--- src/rtl/seq_gen_tx_if.sv ---
// Serial pattern transmitter bus: start/pattern/reps request side plus the
// serial bit-stream and status flags returned by seq_gen_tx.
interface seq_gen_tx_if #(
  parameter int PAT_W = 4,
  parameter int REP_W = 8
);
  logic             start;
  logic [PAT_W-1:0] pattern;
  logic [REP_W-1:0] reps;
  logic             x;
  logic             bit_valid;
  logic             busy;
  logic             done;

  modport master (
    output start, pattern, reps,
    input  x, bit_valid, busy, done
  );

  modport slave (
    input  start, pattern, reps,
    output x, bit_valid, busy, done
  );
endinterface

--- src/rtl/seq_gen_tx.sv ---
// Serial pattern transmitter: sends a captured pattern MSB-first for a given
// number of repetitions. Define SEQ_GEN_TX_GAP_EN to insert one idle bit between repetitions.
module seq_gen_tx #(
  parameter int PAT_W = 4,
  parameter int REP_W = 8
) (
  input  logic         clk,
  input  logic         rst,
  seq_gen_tx_if.slave  bus
);

  localparam int IDX_W = (PAT_W > 1) ? $clog2(PAT_W) : 1;
  localparam logic [IDX_W-1:0] IDX_LAST = IDX_W'(PAT_W - 1);
  localparam logic [IDX_W-1:0] IDX_ONE  = IDX_W'(1);
  localparam logic [REP_W-1:0] REP_ONE  = REP_W'(1);

  localparam logic [1:0] IDLE  = 2'd0;
  localparam logic [1:0] SHIFT = 2'd1;
`ifdef SEQ_GEN_TX_GAP_EN
  localparam logic [1:0] GAP   = 2'd2;
`endif
  localparam logic [1:0] DONE  = 2'd3;

  logic [1:0]       state;
  logic [PAT_W-1:0] pat_q;
  logic [IDX_W-1:0] idx;
  logic [REP_W-1:0] rep_left;
  logic             x_q;
  logic             valid_q;
  logic             busy_q;
  logic             done_q;

  assign bus.x         = x_q;
  assign bus.bit_valid = valid_q;
  assign bus.busy      = busy_q;
  assign bus.done      = done_q;

  // Outputs are registered from the next-state decision, so x already shows
  // the bit belonging to the state being entered.
  always_ff @(posedge clk or negedge rst) begin
    if (!rst) begin
      state    <= IDLE;
      pat_q    <= '0;
      idx      <= '0;
      rep_left <= '0;
      x_q      <= 1'b0;
      valid_q  <= 1'b0;
      busy_q   <= 1'b0;
      done_q   <= 1'b0;
    end else begin
      done_q <= 1'b0;
      case (state)
        IDLE: begin
          if (bus.start) begin
            if (bus.reps != '0) begin
              state    <= SHIFT;
              pat_q    <= bus.pattern;
              idx      <= IDX_LAST;
              rep_left <= bus.reps - REP_ONE;
              x_q      <= bus.pattern[PAT_W-1];
              valid_q  <= 1'b1;
              busy_q   <= 1'b1;
            end else begin
              state  <= DONE;
              done_q <= 1'b1;
            end
          end
        end

        SHIFT: begin
          if (idx != '0) begin
            idx <= idx - IDX_ONE;
            x_q <= pat_q[idx - IDX_ONE];
          end else if (rep_left != '0) begin
            // rep_left counts repetitions still to go after the current one
            rep_left <= rep_left - REP_ONE;
            idx      <= IDX_LAST;
`ifdef SEQ_GEN_TX_GAP_EN
            state    <= GAP;
            x_q      <= 1'b0;
            valid_q  <= 1'b0;
`else
            x_q      <= pat_q[PAT_W-1];
`endif
          end else begin
            state   <= DONE;
            x_q     <= 1'b0;
            valid_q <= 1'b0;
            busy_q  <= 1'b0;
            done_q  <= 1'b1;
          end
        end

`ifdef SEQ_GEN_TX_GAP_EN
        GAP: begin
          state   <= SHIFT;
          x_q     <= pat_q[PAT_W-1];
          valid_q <= 1'b1;
        end
`endif

        DONE: begin
          state <= IDLE;
        end

        default: begin
          state <= IDLE;
        end
      endcase
    end
  end

endmodule

--- src/flat_wrapper.sv ---
// flat-port wrapper written by rule: the top's interface ports become plain ports
module seq_gen_tx_flat 
#(
  parameter int PAT_W = 4,
  parameter int REP_W = 8
)
  (clk, rst, bus_start, bus_pattern, bus_reps, bus_x, bus_bit_valid, bus_busy, bus_done);
  seq_gen_tx_if #(.PAT_W(PAT_W), .REP_W(REP_W)) bus_i ();
  input  logic clk;
  input  logic rst;
  input wire logic [$bits(bus_i.start)-1:0] bus_start;
  input wire logic [$bits(bus_i.pattern)-1:0] bus_pattern;
  input wire logic [$bits(bus_i.reps)-1:0] bus_reps;
  output wire logic [$bits(bus_i.x)-1:0] bus_x;
  output wire logic [$bits(bus_i.bit_valid)-1:0] bus_bit_valid;
  output wire logic [$bits(bus_i.busy)-1:0] bus_busy;
  output wire logic [$bits(bus_i.done)-1:0] bus_done;
  assign bus_i.start = bus_start;
  assign bus_i.pattern = bus_pattern;
  assign bus_i.reps = bus_reps;
  assign bus_x = bus_i.x;
  assign bus_bit_valid = bus_i.bit_valid;
  assign bus_busy = bus_i.busy;
  assign bus_done = bus_i.done;
  seq_gen_tx #(.PAT_W(PAT_W), .REP_W(REP_W)) u_core (.clk(clk), .rst(rst), .bus(bus_i));
endmodule
--- config.mk ---
export PLATFORM = sky130hd
export DESIGN_NAME = seq_gen_tx_flat
export DESIGN_NICKNAME = d
export VERILOG_FILES = /design/src/rtl/seq_gen_tx_if.sv /design/src/rtl/seq_gen_tx.sv /design/src/flat_wrapper.sv
export SDC_FILE = /design/constraint.sdc
export NUM_CORES = 1
export LEC_CHECK = 0
export CORE_ASPECT_RATIO = 2
export CORE_MARGIN = 2
export CORE_UTILIZATION = 48
export CTS_CLUSTER_SIZE = 12
export DETAILED_ROUTE_END_ITERATION = 12
export PLACE_DENSITY = 0.78
export SLEW_MARGIN = 40
export SYNTH_ARGS = -nofsm -noshare
export SYNTH_HDL_FRONTEND = slang
export SYNTH_SLANG_ARGS = --single-unit
--- constraint.sdc ---
create_clock -name clk -period 2.6 [get_ports clk]
set_input_delay 0.39 -clock clk [delete_from_list [all_inputs] [get_ports clk]]
set_output_delay 0.39 -clock clk [all_outputs]
set_load 0.01 [all_outputs]
==> key figures, run 1 <==
Place
  – RD Place Congestion: 0.962
  – Post-DP HPWL: 2440 microns
  – Port Buffers: 18
  – Inst Count DP: 193
  – Pre-CTS worst setup slack: 197 ps

Power
  – Worst VDD drop: 0.428 mV
  – Sw frac: 38.5%
  – Clock share of power: 18.3%
  – Switching pwr: 0.000446 W
  – Leakage power total: 0.614 nW
  – Reg power frac: 41.6%
  – Pwr dens: 751 nW/um^2
  – P_int: 0.000712 W
  – Part of the power in combinational logic: 40.1%

Floorplan
  – Io pins: 19
  – Die area: 3140 sq um
  – Initial Util: 50.7%
  – Die Height: 77.2 microns
  – Core Region: 2540 sq um
  – Row cnt: 26
  – Die width: 40.6 microns

Critical path
  – Worst Setup End Kind: flop
  – Worst r2r path cells: 8
  – Critical path origin: u_core.state[1]
  – Startpoint types: flop
  – Reg-to-Reg Start: u_core.state[1]
  – Peak fanout along the critical path: 9
  – Arrival @ worst endpoint: 2500 ps
  – Critical path data required time: 2780 ps
  – WS Path Type: reg2reg

Yosys
  – Mapped Cells: 148
  – Syn nets: 165
  – Register area share after synthesis: 36.9%
  – Yosys top cell by area: dfrtp_1
  – Area contributors post-synth: dfrtp_1 37%, nand2_1 7.9%, nor2_1 4.1%
  – Synth top area share: 36.9%
  – EDFF count, synth: 0
  – Yosys cell types: 46
  – Netlist Area Pre-Place: 1290 sq um
  – Yosys warns: 0
  – Post-synthesis area per instance: 8.70 sq um
  – Ys flop type: dfrtp_1
  – Async SR Flop Fraction: 100%
  – Yosys reg bits: 19

Route
  – Routed wire length: 3130 microns
  – Initial DRC Count: 32
  – Via count: 1,207
  – First-pass iteration count of the detailed router: 4
  – WL per Instance: 15.9 microns
  – Avg Vias per Cell: 6.13
  – Drc violations: 0
  – Antenna viol nets, final: 0

CTS
  – Clk_lat worst skew: 260 ps
  – H-tree Lvls: 1
  – Maximum clock path buffer count: 2
  – CTS tree: done
  – Hold Buf Count CTS: 0
  – Post-cts sizing count: 0
  – CTS sink cnt: 19
  – CTS Root Cell: clkbuf_8
  – Cts bufs inserted: 3
  – Post-CTS setup buffers: 0
  – Clock-pin slew on the worst setup and hold paths: 70 ps

Status
  – Status: completed

GRT
  – Vias in the first global route: 1,212
  – First-pass GRT wire length: 5330 microns
  – Total grt overflow: 0
  – Global Route met2 Usage: 38.1%
  – GRT busiest layer: met2
  – Initial antenna violation count: 0
  – M1 GR Usage: 27.8%
  – Largest net degree at the start of global routing: 20
  – GRT Overall Usage: 23.9%
  – Routing usage on met3: 2.89%

Timing
  – Clock skew: 1.34 ps
  – Tmin final: 2320 ps
  – Slew HR: 66.8%
  – Final setup TNS: 0 ps
  – Tcrit/Tclk final: 89.2%
  – Achievable clock frequency: 431 MHz
  – Final hold violation count: 0
  – Final slew viol count: 0
  – RSZ-0062 raised after global routing: no
  – Final setup viols: 0
  – Tightest Pin Transition: 494 ps
  – Setup ws final: 280 ps

Hold path
  – Hold Crit Class: in2async

Cells and area
  – Area Overhead vs Synth: 19.8%
  – Number of fill cells: 238
  – Antenna cells: 0
  – Final #Nets: 187
  – Finished Core Util: 60.8%
  – Share of cells above drive strength 1: 14.2%
  – Finished Layout Cells: 197

Run
  – Max-Cap Viols: 0
## registers in the layout (all words and copies together) (netlist names)
register              flops
u_core.idx                2
u_core.rep_left           8
u_core.bus.bit_valid      1
u_core.bus.x              1
u_core.state              2
u_core.pat_q              4
u_core.bus.done           1
## final cells by class
| cell class | instances | area (sq um) | share of cell area [%] |
|---|---|---|---|
| Clock inverter | 1 | 5.00 | 0.324 |
| Multi-Input combinational cell | 115 | 727 | 47.1 |
| Sequential cell | 19 | 475 | 30.8 |
| Timing Repair Buffer | 26 | 240 | 15.6 |
| Clock buffer | 3 | 41.3 | 2.68 |
| Inverter | 5 | 18.8 | 1.22 |
| Tap cell | 28 | 35.0 | 2.27 |
## metal layers
| layer | vias up | part of all wire, % | wire length [microns] |
|---|---|---|---|
| met4 | 0 | 4.3 | 134 |
| met2 | 45 | 54 | 1710 |
| met5 | - | 0 | 0 |
| met1 | 574 | 37 | 1160 |
| li1 | 576 | - | - |
| met3 | 12 | 4.2 | 133 |
## synth_stat cells, drive strengths merged, types with 2 or more instances
| library cell | instances |
|---|---|
| inv | 5 |
| nand2 | 27 |
| nor2 | 14 |
| o21ai | 10 |
| and2 | 2 |
| and3 | 2 |
| a31oi | 5 |
| a211oi | 2 |
| a22oi | 2 |
| dfrtp | 19 |
| o31ai | 4 |
| clkbuf | 2 |
| buf | 7 |
| nand3 | 5 |
| a21oi | 10 |
| mux2i | 2 |
| nor3b | 2 |
| o21a | 2 |
| nor3 | 4 |
| ha | 2 |
| nor4 | 4 |
## through the flow
step / instance area [sq um] / total power [W] / hold slack, ps
final: 1540 / 0.00116 / 464
after global routing: 1540 / 0.00125 / 486
after CTS: 1540 / 0.00116 / 476
after detailed placement: 1500 / 0.000945 / 492
after global placement: 1500 / 0.000917 / 471
after floorplan: 1290 / 0.000796 / 94.4
## cell usage in the layout, fill, tap and decap left out, drive strengths merged, types with 2 or more instances in the layout
| cell type | count |
|---|---|
| ha | 2 |
| nand3 | 5 |
| a21oi | 10 |
| a211oi | 2 |
| nor3 | 4 |
| a31oi | 5 |
| o21a | 2 |
| and3 | 2 |
| nor3b | 2 |
| clkbuf | 3 |
| o21ai | 10 |
| inv | 5 |
| o31ai | 4 |
| nand2 | 27 |
| buf | 8 |
| nor4 | 4 |
| and2 | 2 |
| a22oi | 2 |
| nor2 | 14 |
| clkdlybuf4s50 | 18 |
| mux2i | 2 |
| dfrtp | 19 |
## worst max-delay path, cell delays in order (launching register included)
cell and delay [ps]:
dfrtp_1 490, nor2b_1 250, mux2i_1 270, ha_1 210, or4b_1 500, nor2_1 140
xor2_1 170, a22oi_1 80, o21ai_1 140
## worst paths after layout
kind	to	slack (ps)
max in group asynchronous	u_core.rep_left[7]	1930
hold reg to reg	u_core.pat_q[2]	510
setup reg to reg	u_core.rep_left[6]	280
setup / recovery	u_core.rep_left[6]	280
min in group clk	u_core.pat_q[2]	510
hold / removal	u_core.bus.x	460
## power by group through the flow
stage	registers, W	clock network (W)	logic (W)
global route	0.000495	0.000232	0.000526
finish	0.000482	0.000212	0.000465
detailed placement	0.000484	0	0.000461
global placement	0.000475	0	0.000442
floorplan	0.000463	0	0.000333
CTS	0.000478	0.000215	0.000463
## logic make-up (layout without fill, tap and decap cells)
| family | Yosys count | count (layout) | share of synthesized area (%) |
|---|---|---|---|
| compound gates | 42 | 42 | 22.3 |
| mux | 3 | 3 | 3.30 |
| simple gates | 67 | 67 | 28.3 |
| fa+ha+maj | 2 | 2 | 1.94 |
| xor+xnor | 1 | 1 | 0.680 |
| buf+inv | 14 | 35 | 6.61 |
| flops | 19 | 19 | 36.9 |
No activity file was read; power rests on OpenSTA's default activity.
==> run 2, diff against run 1 <==
--- a/config.mk
+++ b/config.mk
@@ -5,6 +5,7 @@
 export SDC_FILE = /design/constraint.sdc
 export NUM_CORES = 1
 export LEC_CHECK = 0
+export ABC_CLOCK_PERIOD_IN_PS = 2600
 export CORE_ASPECT_RATIO = 2
 export CORE_MARGIN = 2
 export CORE_UTILIZATION = 48
==> results of run 2 <==
Final layout, timing and power as in run 1 (identical DEF).
